File: src/rtl/nibbler_control_fsm.sv
// Nibbler instruction sequencer: IDLE -> FETCH -> [MEM_WAIT] -> EXEC.
// Ports: clk/rst, run, instr, C_flag/Zeta_flag in; datapath strobes,
//   state, busy and the retired-instruction count out.
module nibbler_control_fsm #(
  parameter int unsigned WAIT_CYCLES = 1,
  parameter int unsigned CNT_W       = 16
) (
  input  logic             clk,
  input  logic             rst,
  input  logic             run,
  input  logic [3:0]       instr,
  input  logic             C_flag,
  input  logic             Zeta_flag,
  output logic             fetch_en,
  output logic             pc_inc,
  output logic             pc_load,
  output logic             acc_en,
  output logic             flags_en,
  output logic [1:0]       alu_op,
  output logic             b_sel,
  output logic             ram_cs,
  output logic             ram_we,
  output logic             in_en,
  output logic             out_en,
  output logic [1:0]       state,
  output logic             busy,
  output logic [CNT_W-1:0] retired
);

  typedef enum logic [1:0] {
    S_IDLE  = 2'b00,
    S_FETCH = 2'b01,
    S_WAIT  = 2'b10,
    S_EXEC  = 2'b11
  } state_t;

  typedef enum logic [3:0] {
    OP_JC    = 4'h0,
    OP_JNC   = 4'h1,
    OP_CMPI  = 4'h2,
    OP_CMPM  = 4'h3,
    OP_LIT   = 4'h4,
    OP_IN    = 4'h5,
    OP_LD    = 4'h6,
    OP_ST    = 4'h7,
    OP_JZ    = 4'h8,
    OP_JNZ   = 4'h9,
    OP_ADDI  = 4'hA,
    OP_ADDM  = 4'hB,
    OP_JMP   = 4'hC,
    OP_OUT   = 4'hD,
    OP_NANDI = 4'hE,
    OP_NANDM = 4'hF
  } op_t;

  localparam bit HAS_WAIT = (WAIT_CYCLES != 0);
  localparam logic [3:0] WAIT_LD =
    (WAIT_CYCLES > 0) ? 4'(WAIT_CYCLES - 1) : 4'd0;

  state_t           cur;
  state_t           nxt;
  op_t              op_q;
  logic [3:0]       wcnt_q;
  logic [3:0]       wcnt_d;
  logic [CNT_W-1:0] ret_q;
  logic             taken;

  function automatic logic is_mem(input logic [3:0] o);
    logic m;
    m = 1'b0;
    unique case (o)
      OP_CMPM, OP_LD, OP_ST,
      OP_ADDM, OP_NANDM: m = 1'b1;
      default:           m = 1'b0;
    endcase
    return m;
  endfunction

  always_ff @(posedge clk or posedge rst) begin
    if (rst) begin
      cur    <= S_IDLE;
      op_q   <= OP_JC;
      wcnt_q <= 4'd0;
      ret_q  <= '0;
    end else begin
      cur    <= nxt;
      wcnt_q <= wcnt_d;
      if (cur == S_FETCH)
        op_q <= op_t'(instr);
      if (cur == S_EXEC)
        ret_q <= ret_q + CNT_W'(1);
    end
  end

  // FETCH looks at the live opcode: it is latched on this same edge.
  always_comb begin
    nxt    = cur;
    wcnt_d = wcnt_q;
    unique case (cur)
      S_IDLE: begin
        if (run)
          nxt = S_FETCH;
      end
      S_FETCH: begin
        if (is_mem(instr) && HAS_WAIT) begin
          nxt    = S_WAIT;
          wcnt_d = WAIT_LD;
        end else begin
          nxt = S_EXEC;
        end
      end
      S_WAIT: begin
        if (wcnt_q == 4'd0)
          nxt = S_EXEC;
        else
          wcnt_d = wcnt_q - 4'd1;
      end
      S_EXEC: begin
        nxt = run ? S_FETCH : S_IDLE;
      end
    endcase
  end

  // Flags are the registered outputs of the Flags block,
  // so they reflect the previous instruction.
  always_comb begin
    taken = 1'b0;
    unique case (op_q)
      OP_JC:   taken = C_flag;
      OP_JNC:  taken = ~C_flag;
      OP_JZ:   taken = Zeta_flag;
      OP_JNZ:  taken = ~Zeta_flag;
      OP_JMP:  taken = 1'b1;
      default: taken = 1'b0;
    endcase
  end

  always_comb begin
    fetch_en = 1'b0;
    pc_inc   = 1'b0;
    pc_load  = 1'b0;
    acc_en   = 1'b0;
    flags_en = 1'b0;
    alu_op   = 2'b00;
    b_sel    = 1'b0;
    ram_cs   = 1'b0;
    ram_we   = 1'b0;
    in_en    = 1'b0;
    out_en   = 1'b0;
    unique case (cur)
      S_IDLE: begin
      end
      S_FETCH: begin
        fetch_en = 1'b1;
      end
      S_WAIT: begin
        ram_cs = 1'b1;
        b_sel  = 1'b1;
      end
      S_EXEC: begin
        pc_load = taken;
        pc_inc  = ~taken;
        unique case (op_q)
          OP_CMPI: begin
            flags_en = 1'b1;
            alu_op   = 2'b10;
          end
          OP_CMPM: begin
            flags_en = 1'b1;
            alu_op   = 2'b10;
            b_sel    = 1'b1;
            ram_cs   = 1'b1;
          end
          OP_LIT: begin
            acc_en = 1'b1;
          end
          OP_IN: begin
            acc_en = 1'b1;
            in_en  = 1'b1;
          end
          OP_LD: begin
            acc_en = 1'b1;
            b_sel  = 1'b1;
            ram_cs = 1'b1;
          end
          OP_ST: begin
            b_sel  = 1'b1;
            ram_cs = 1'b1;
            ram_we = 1'b1;
          end
          OP_ADDI: begin
            acc_en   = 1'b1;
            flags_en = 1'b1;
            alu_op   = 2'b01;
          end
          OP_ADDM: begin
            acc_en   = 1'b1;
            flags_en = 1'b1;
            alu_op   = 2'b01;
            b_sel    = 1'b1;
            ram_cs   = 1'b1;
          end
          OP_OUT: begin
            out_en = 1'b1;
          end
          OP_NANDI: begin
            acc_en   = 1'b1;
            flags_en = 1'b1;
            alu_op   = 2'b11;
          end
          OP_NANDM: begin
            acc_en   = 1'b1;
            flags_en = 1'b1;
            alu_op   = 2'b11;
            b_sel    = 1'b1;
            ram_cs   = 1'b1;
          end
          default: begin
          end
        endcase
      end
    endcase
  end

  assign state   = cur;
  assign busy    = (cur != S_IDLE);
  assign retired = ret_q;

endmodule
File: config.mk
export PLATFORM = sky130hd
export DESIGN_NAME = nibbler_control_fsm
export DESIGN_NICKNAME = d
export VERILOG_FILES = /design/src/rtl/nibbler_control_fsm.sv
export SDC_FILE = /design/constraint.sdc
export NUM_CORES = 1
export LEC_CHECK = 0
export CAP_MARGIN = 20
export CORE_ASPECT_RATIO = 1.2
export CORE_MARGIN = 2
export CORE_UTILIZATION = 51
export CTS_CLUSTER_DIAMETER = 150
export CTS_CLUSTER_SIZE = 24
export DETAILED_ROUTE_END_ITERATION = 6
export PLACE_DENSITY_LB_ADDON = 0.1
export SYNTH_ARGS = -nofsm -noshare
export SYNTH_HDL_FRONTEND = slang
export SYNTH_SLANG_ARGS = --single-unit
File: constraint.sdc
create_clock -name clk -period 3.75 [get_ports clk]
set_input_delay 0.75 -clock clk [delete_from_list [all_inputs] [get_ports clk]]
set_output_delay 0.75 -clock clk [all_outputs]
set_load 0.005 [all_outputs]
# == After elaboration in Yosys (flattened, before gate mapping) ==
# Index checks and enable logic that the tools add are counted.
# W data, S select, Z words.
# classes
reduce_logical,14
n_mux,28
n_eq_ne,27
bitwise_logic,3
addsub,2
# ops
cell,count
$eq A4 B4 Y1 const B,10
$eq A4 B3 Y1 const B,6
$mux W1,18
$add A16 B1 Y16 const B,1
$eq A4 B2 Y1 const B,3
$reduce_or A5 Y1,2
$logic_not A4 Y1,2
$mux W4,2
$pmux W2 S4,1
$pmux W4 S2,1
$reduce_or A7 Y1,1
$mux W2,3
$ne A2 B2 Y1 const B,3
$pmux W2 S3,1
$reduce_or A2 Y1,3
$reduce_or A6 Y1,1
$pmux W1 S5,1
$eq A2 B2 Y1 const B,2
$eq A4 B1 Y1 const B,1
$reduce_bool A2 Y1,2
$sub A4 B1 Y4 const B,1
$not A1 Y1,3
$reduce_and A3 Y1,1
$eq A2 B1 Y1 const B,1
4 further kinds,4
# totals
inputBits,9
elab_cells,78
register_bits,26

# == Depth between registers and ports, before layout ==
# Gate-level depths: netlist (run 1).
# logic_depth
word_depth,6
mapped_depth,7
depth_no_buf,6

# == Least setup slack after synthesis (run 1) ==
# OpenSTA, ideal clock, no wires.
# synth_timing
kind,input port to output port
start,input C_flag
end,output pc_load
required_time_ns,3.000
t_arrival_ns,1.392
slack_ns,1.608
stages,4
cell_sequence,nand2b_1 > or3_1 > a31oi_1 > and2_1
# synth_via
elab_chain_len,3
# synth_lines
item,line_no,rtl
"start, declared",12,"input logic C_flag,"
$not A1 Y1,130,OP_JNC: taken = ~C_flag;
$pmux W1 S5 *,128,unique case (op_q)
$mux W1 *,150,unique case (cur)
"end, declared",16,"output logic pc_load,"
# Every way passes the cells marked *; elsewhere a longest branch is shown, timed or not.

# == Worst setup path in the final report (run 1) ==
# layout_timing
start,input Zeta_flag
end,output pc_load
# layout_via
elab_chain_len,3
# layout_lines
item,line_no,rtl
"start, declared",13,"input logic Zeta_flag,"
$not A1 Y1,132,OP_JNZ: taken = ~Zeta_flag;
$pmux W1 S5 *,128,
$mux W1 *,150,
# Marked as above.

==> metrics.yaml, run 1 <==
min_path:
  hp-class: "reg -> reg"
  holdPathStages: 1
placed_design:
  routabilityCongestion: 0.741
  dp_cells: 210
  hpwl_um: 2230
  placed_area_um2: 1830
  numPortBuffers: 39
setup_path:
  cp-endpoint: "pc_load"
  r2r-start: "state[0]"
  path_depth: 6
  cp_data_arrival_time_ns: 2.40
  path_common_cell: "clkdlybuf4s50_1"
  start_kind: "primary input"
  path_delay_family: "buffers and inverters"
  r2r_slack_ns: 1.88
  reg2reg_to: "retired[15]"
  cpPeakStageDelay_ns: 0.49
  reg2reg_depth: 5
  cp.buffers_inverters: 2
  crit_path_top_delay_cell: "clkdlybuf4s50_1"
  crit_start: "Zeta_flag"
  cp_max_fo: 2
  critPathRequiredTime_ns: 3.00
  worstSetupEndpointType: "output pin"
  crit_type: "in -> out"
  crit_chain: "clkdlybuf4s50_1 > o21ai_0 > or2_2 > a31oi_1 > and2_1 > clkdlybuf4s50_1"
yosys:
  synth_cells: 142
  yosysSeqAreaShare_pct: 45.9
  ys_async_sr_fraction_pct: 100
  avgSynthCellArea_um2: 9.97
  synth_edf_count: 0
  synthesis.area_um2: 1420
  ys_warn_count: 0
  synth.distinct_cells: 33
  ys.flop_type: "dfrtp_1"
  syn_nets: 159
  synth.ff_latch_count: 26
clocking:
  cts_max_path_buffers: 2
  cts_hold_buf: 0
  cts-buffers-inserted: 3
  cts_resized: 0
  post_cts_buffers: 0
  cts_tree: "done"
  clk_latency_ns: 0.31
  path_clk_slew_ns: 0.13
  htreeDepth: 1
  cts_root_buf: "clkbuf_4"
  clkSinkCount: 26
timing:
  drv_slew: 0
  finalSetupViolCount: 0
  finalSetupTns_ns: 0
  min_period_ns: 3.15
  hold_viol_final: 0
  finClkSkew_ns: 0.00275
  rsz0062_at_grt: "no"
  fmax_ghz: 0.318
  worst_pin_slew_ns: 0.450
  slew_headroom_pct: 70.0
  post-route-period-util_pct: 84.0
  timing.hold.ws_ns: 0.479
pwr:
  leakage_uw: 0.000780
  ir_drop_mv: 0.400
  power.density_nw_per_um2: 669
global_routing:
  antenna_found_initial: 0
  track_usage_pct: 20.1
  overflow: 0
  grt_max_degree: 27
  grt_pass1_wl_um: 4770
  first_global_vias: 1132
job:
  drv_cap: 0
floorplan:
  dieWidth_um: 52.1
  start_util_pct: 55.0
  rows: 20
  core_area_um2: 2580
  ios: 40
  die_h_um: 61.7
  die-area_um2: 3220
route:
  vias_per_cell: 5.43
  drt_iter0_drc: 11
  dr_total_vias: 1163
  drc: 0
  first_pass_iters: 4
  wl_per_cell_um: 13.7
  drtAntennaViolNets: 0
  wl_um: 2930
cells_and_area:
  nFillCells: 201
  final_cells: 214
  fin_nets: 200
  layout-area-overhead-vs-synth_pct: 32.6
  drive_gt1_share_pct: 6.63
  diodes: 0
  final_cell_area_um2: 1880
outcome:
  status: "finished, final reports clean"
-- cell families after synthesis --
logic type,Yosys count,share of synthesized area [%]
compound gates,16,6.71
simple gates,59,22.8
buf+inv,12,3.53
fa+ha+maj,8,7.07
mux,6,4.68
flops,26,45.9
xor+xnor,15,9.28
-- per-layer routing --
metal	global-route usage, %	up-vias	share of wire (%)
met4	5.64	0	0.72
met2	40.0	30	55
met3	2.87	2	3.7
met5	0	-	0
li1	-	566	-
met1	22.0	565	41
-- registers in the layout, summed over array words and instances, names as in the netlist --
name,count
retired,16
op_q,4
wcnt_q,4
state,2
-- how the worst min path moves through the flow --
stage	slack [ns]	endpoint	start
6_report	0.48	retired[15]	retired[15]
5_1_grt	0.51	retired[15]	retired[15]
4_1_cts	0.49	retired[15]	retired[15]
3_5_place_dp	0.46	retired[15]	retired[15]
3_3_place_gp	0.46	retired[15]	retired[15]
2_1_floorplan	0.46	wcnt_q[0]	wcnt_q[0]
-- synth_stat cells (3+ instances only) --
master / instances / area [µm²]
xnor2_1: 14 / 123
ha_1: 8 / 100
inv_1: 8 / 30.0
nand2b_1: 4 / 25.0
nand3_1: 8 / 40.0
o21ai_0: 5 / 25.0
nor2b_1: 6 / 37.5
dfrtp_1: 26 / 651
nand2_1: 13 / 48.8
nor2_1: 6 / 22.5
nand4_1: 4 / 25.0
nor3_1: 3 / 15.0
a21oi_1: 4 / 20.0
and3_1: 3 / 18.8
mux2_2: 5 / 56.3
-- stage by stage --
step | utilization [%] | setup slack (ns) | total power (µW)
after global placement | 70.9 | 0.626 | 1110
final | 72.9 | 0.601 | 1260
after detailed placement | 70.9 | 0.593 | 1150
after floorplan | - | 1.61 | 854
after global routing | 72.9 | 0.532 | 1360
after CTS | 71.8 | 0.592 | 1260
-- power breakdown --
| group | internal [µW] | switching (µW) |
|---|---|---|
| clock network | 37.6 | 78.5 |
| registers | 363 | 123 |
| logic | 374 | 280 |
-- final cells by class --
class | count | area (µm²) | area share (%)
Clock buffer | 3 | 22.5 | 1.20
Inverter | 8 | 30.0 | 1.60
Multi-Input combinational cell | 104 | 716 | 38.1
Sequential cell | 26 | 651 | 34.6
Tap cell | 33 | 41.3 | 2.20
Timing Repair Buffer | 40 | 418 | 22.3
-- layout by cell type (no fill, tap or decap) --
| cell | instances |
|---|---|
| or3b_2 | 1 |
| nor3b_1 | 1 |
| xor2_1 | 1 |
| a2111oi_0 | 1 |
| a21oi_1 | 4 |
| and2_1 | 2 |
| a31oi_1 | 2 |
| mux2_2 | 5 |
| nand2b_1 | 4 |
| nand2_1 | 13 |
| buf_16 | 1 |
| or4b_1 | 1 |
| or2_2 | 2 |
| nand3_1 | 8 |
| and4_1 | 2 |
| and3_1 | 3 |
| clkbuf_4 | 3 |
| o221ai_1 | 1 |
| nor3_1 | 3 |
| o22ai_1 | 2 |
| nand4b_1 | 1 |
| o21bai_1 | 1 |
| nor2_1 | 6 |
| nand4_1 | 4 |
| dfrtp_1 | 26 |
| o21ai_0 | 5 |
| nor2b_1 | 6 |
| inv_1 | 8 |
| xnor2_1 | 14 |
| or3_1 | 2 |
| ha_1 | 8 |
| mux2i_1 | 1 |
| clkdlybuf4s50_1 | 39 |
No activity file was read; power rests on OpenSTA's default activity.
==> inputs of run 2 (changes only) <==
CORE_UTILIZATION = 42   (was 51)
clock period = 2.7 ns   (was 3.75 ns; I/O delays follow)
==> metrics.yaml, run 2 (synthesis gave the netlist of run 1 again) <==
floorplan:
  rows: 23  # +15%
  ios: 40  # unchanged
  die-area_um2: 3850  # +20%
  core_area_um2: 3280  # +27%
  dieWidth_um: 57.0  # +9.4%
  die_h_um: 67.6  # +9.5%
  start_util_pct: 43.2  # -12 points
pwr:
  p_sw_uw: 676  # +40%
  internal_power_uw: 1160  # +49%
  power.total_uw: 1830  # +46%
  switching_share_pct: 36.9  # -1.4 points
  ir_drop_mv: 0.640  # +60%
  power.density_nw_per_um2: 963  # +44%
  p_seq_share_pct: 36.3  # -2.4 points
  clockPowerShare_pct: 13.5  # +4.3 points
  pwr-share-comb_pct: 50.2  # -1.9 points
  leakage_uw: 0.000797  # +2.1%
global_routing:
  first_global_vias: 1172  # +3.5%
  overflow: 0  # unchanged
  antenna_found_initial: 0  # unchanged
  grt_use_met3_pct: 2.30  # -0.57 points
  track_usage_pct: 17.3  # -2.8 points
  grt_max_degree: 27  # unchanged
  grt_pass1_wl_um: 5150  # +8.1%
  use_met1_pct: 18.9  # -3.2 points
  use_met2_pct: 34.1  # -5.9 points
  busiest_layer: "met2"
clocking:
  path_clk_slew_ns: 0.09  # -0.04 ns
  cts_tree: "done"
  cts_max_path_buffers: 2  # unchanged
  htreeDepth: 1  # unchanged
  clkSinkCount: 26  # unchanged
  cts_root_buf: "clkbuf_8"
  clk_latency_ns: 0.26  # -0.05 ns
  cts_hold_buf: 0  # unchanged
  post_cts_buffers: 0  # unchanged
  cts-buffers-inserted: 3  # unchanged
placed_design:
  numPortBuffers: 39  # unchanged
  place_ws_ns: -0.0465  # -0.640 ns
  hpwl_um: 2260  # +1.6%
  dp_cells: 216  # +2.9%
  routabilityCongestion: 0.763  # +2.9%
route:
  drt_iter0_drc: 15  # +4
  wl_um: 2970  # +1.3%
  drtAntennaViolNets: 0  # unchanged
  dr_total_vias: 1156  # -0.60%
  wl_per_cell_um: 13.5  # -1.4%
  vias_per_cell: 5.25  # -3.3%
  first_pass_iters: 4  # unchanged
  drc: 0  # unchanged
setup_path:
  cp_max_fo: 2  # unchanged
  crit_start: "Zeta_flag"
  start_kind: "primary input"
  critPathRequiredTime_ns: 2.16  # -0.84 ns
  cp_data_arrival_time_ns: 2.08  # -0.32 ns
  r2r-start: "state[1]"
  crit_type: "in -> out"
  worstSetupEndpointType: "output pin"
  r2r_slack_ns: 0.95  # -0.93 ns
cells_and_area:
  diodes: 0  # unchanged
  layout-area-overhead-vs-synth_pct: 34.3
  utilization_pct: 58.0  # -15 points
  final_cells: 220  # +2.8%
  largest_reg_flops: 16  # unchanged
  final_cell_mix: "38 x clkdlybuf4s50_1, 26 x dfrtp_1, 14 x xnor2_1"
  layout_commonest_cell: "clkdlybuf4s50_1"
  fin_nets: 201  # +0.50%
  drive_gt1_share_pct: 7.65  # +1.0 points
timing:
  slew_headroom_pct: 73.1  # +3.1 points
  drv_slew: 0  # unchanged
  fmax_ghz: 0.381
  worst_pin_slew_ns: 0.404  # -0.0462 ns
  finalSetupViolCount: 0  # unchanged
  post-route-period-util_pct: 97.2
  min_period_ns: 2.62
  rsz0062_at_grt: "no"
  hold_viol_final: 0  # unchanged
  finalWorstSetupSlack_ns: 0.0766  # -0.525 ns
  finClkSkew_ns: 0.00273  # -0.0000242 ns
job:
  drv_cap: 0  # unchanged
outcome:
  status: "finished, final reports clean"
min_path:
  hp-class: "reg -> reg"
  hold_start: "retired[15]"
==> run 2: cell count changes in the layout (fill, tap and decap cells not counted), sizes merged <==
cell,change
dlygate4sd2,+1
buf,+1
clkdlybuf4s50,-1
clkbuf,+1
==> run 2: through the flow <==
| stage | hold WS, ns | setup TNS [ns] | cell area, µm² |
|---|---|---|---|
| 4_1_cts | 0.487 | 0 | 1900 |
| 3_3_place_gp | 0.461 | 0 | 1850 |
| 2_1_floorplan | 0.464 | 0 | 1420 |
| 3_5_place_dp | 0.475 | -0.0465 | 1850 |
| 6_report | 0.481 | 0 | 1900 |
| 5_1_grt | 0.510 | 0 | 1900 |
==> run 2: worst max-delay path, stage by stage <==
cell             delay [ns]
clkdlybuf4s50_1        0.47
o21ai_0                0.07
or2_2                  0.29
a31oi_1                0.19
nor2b_1                0.06
clkdlybuf4s50_1        0.45
==> run 2: cell type report <==
cell class | count | area (µm²)
repair buffers | 41 | 404
clock buffers | 4 | 55.1
multi-input cells | 104 | 716
fillers | 319 | 1380
inverters | 8 | 30.0
well taps | 37 | 46.3
flip-flops and latches | 26 | 651
==> run 2: layer usage <==
layer	vias up	share of wire, %
met3	2	3.0
met1	563	40
met2	26	56
met5	-	0
li1	565	-
met4	0	0.81
==> run 2: worst paths after layout <==
| kind | end | cells past startpoint |
|---|---|---|
| setup / recovery | pc_inc | 6 |
| hold / removal | retired[15] | 1 |
| setup reg to reg | wcnt_q[1] | 6 |
| hold reg to reg | retired[15] | 1 |
| max in group asynchronous | op_q[0] | 3 |
| min in group asynchronous | retired[11] | 3 |
==> run 2: power by group through the flow <==
stage	clock network (µW)	logic (µW)	registers, µW
final	247	920	664
after CTS	258	939	665
after detailed placement	0	934	669
after global routing	278	1030	692
after global placement	0	894	664
after floorplan	0	561	626
==> run 2: timing repair <==
action	CTS	global route
endpoints found under the setup margin	1	1
resized for setup	1	0
pin swaps	2	1
hold endpoints to repair	0	0
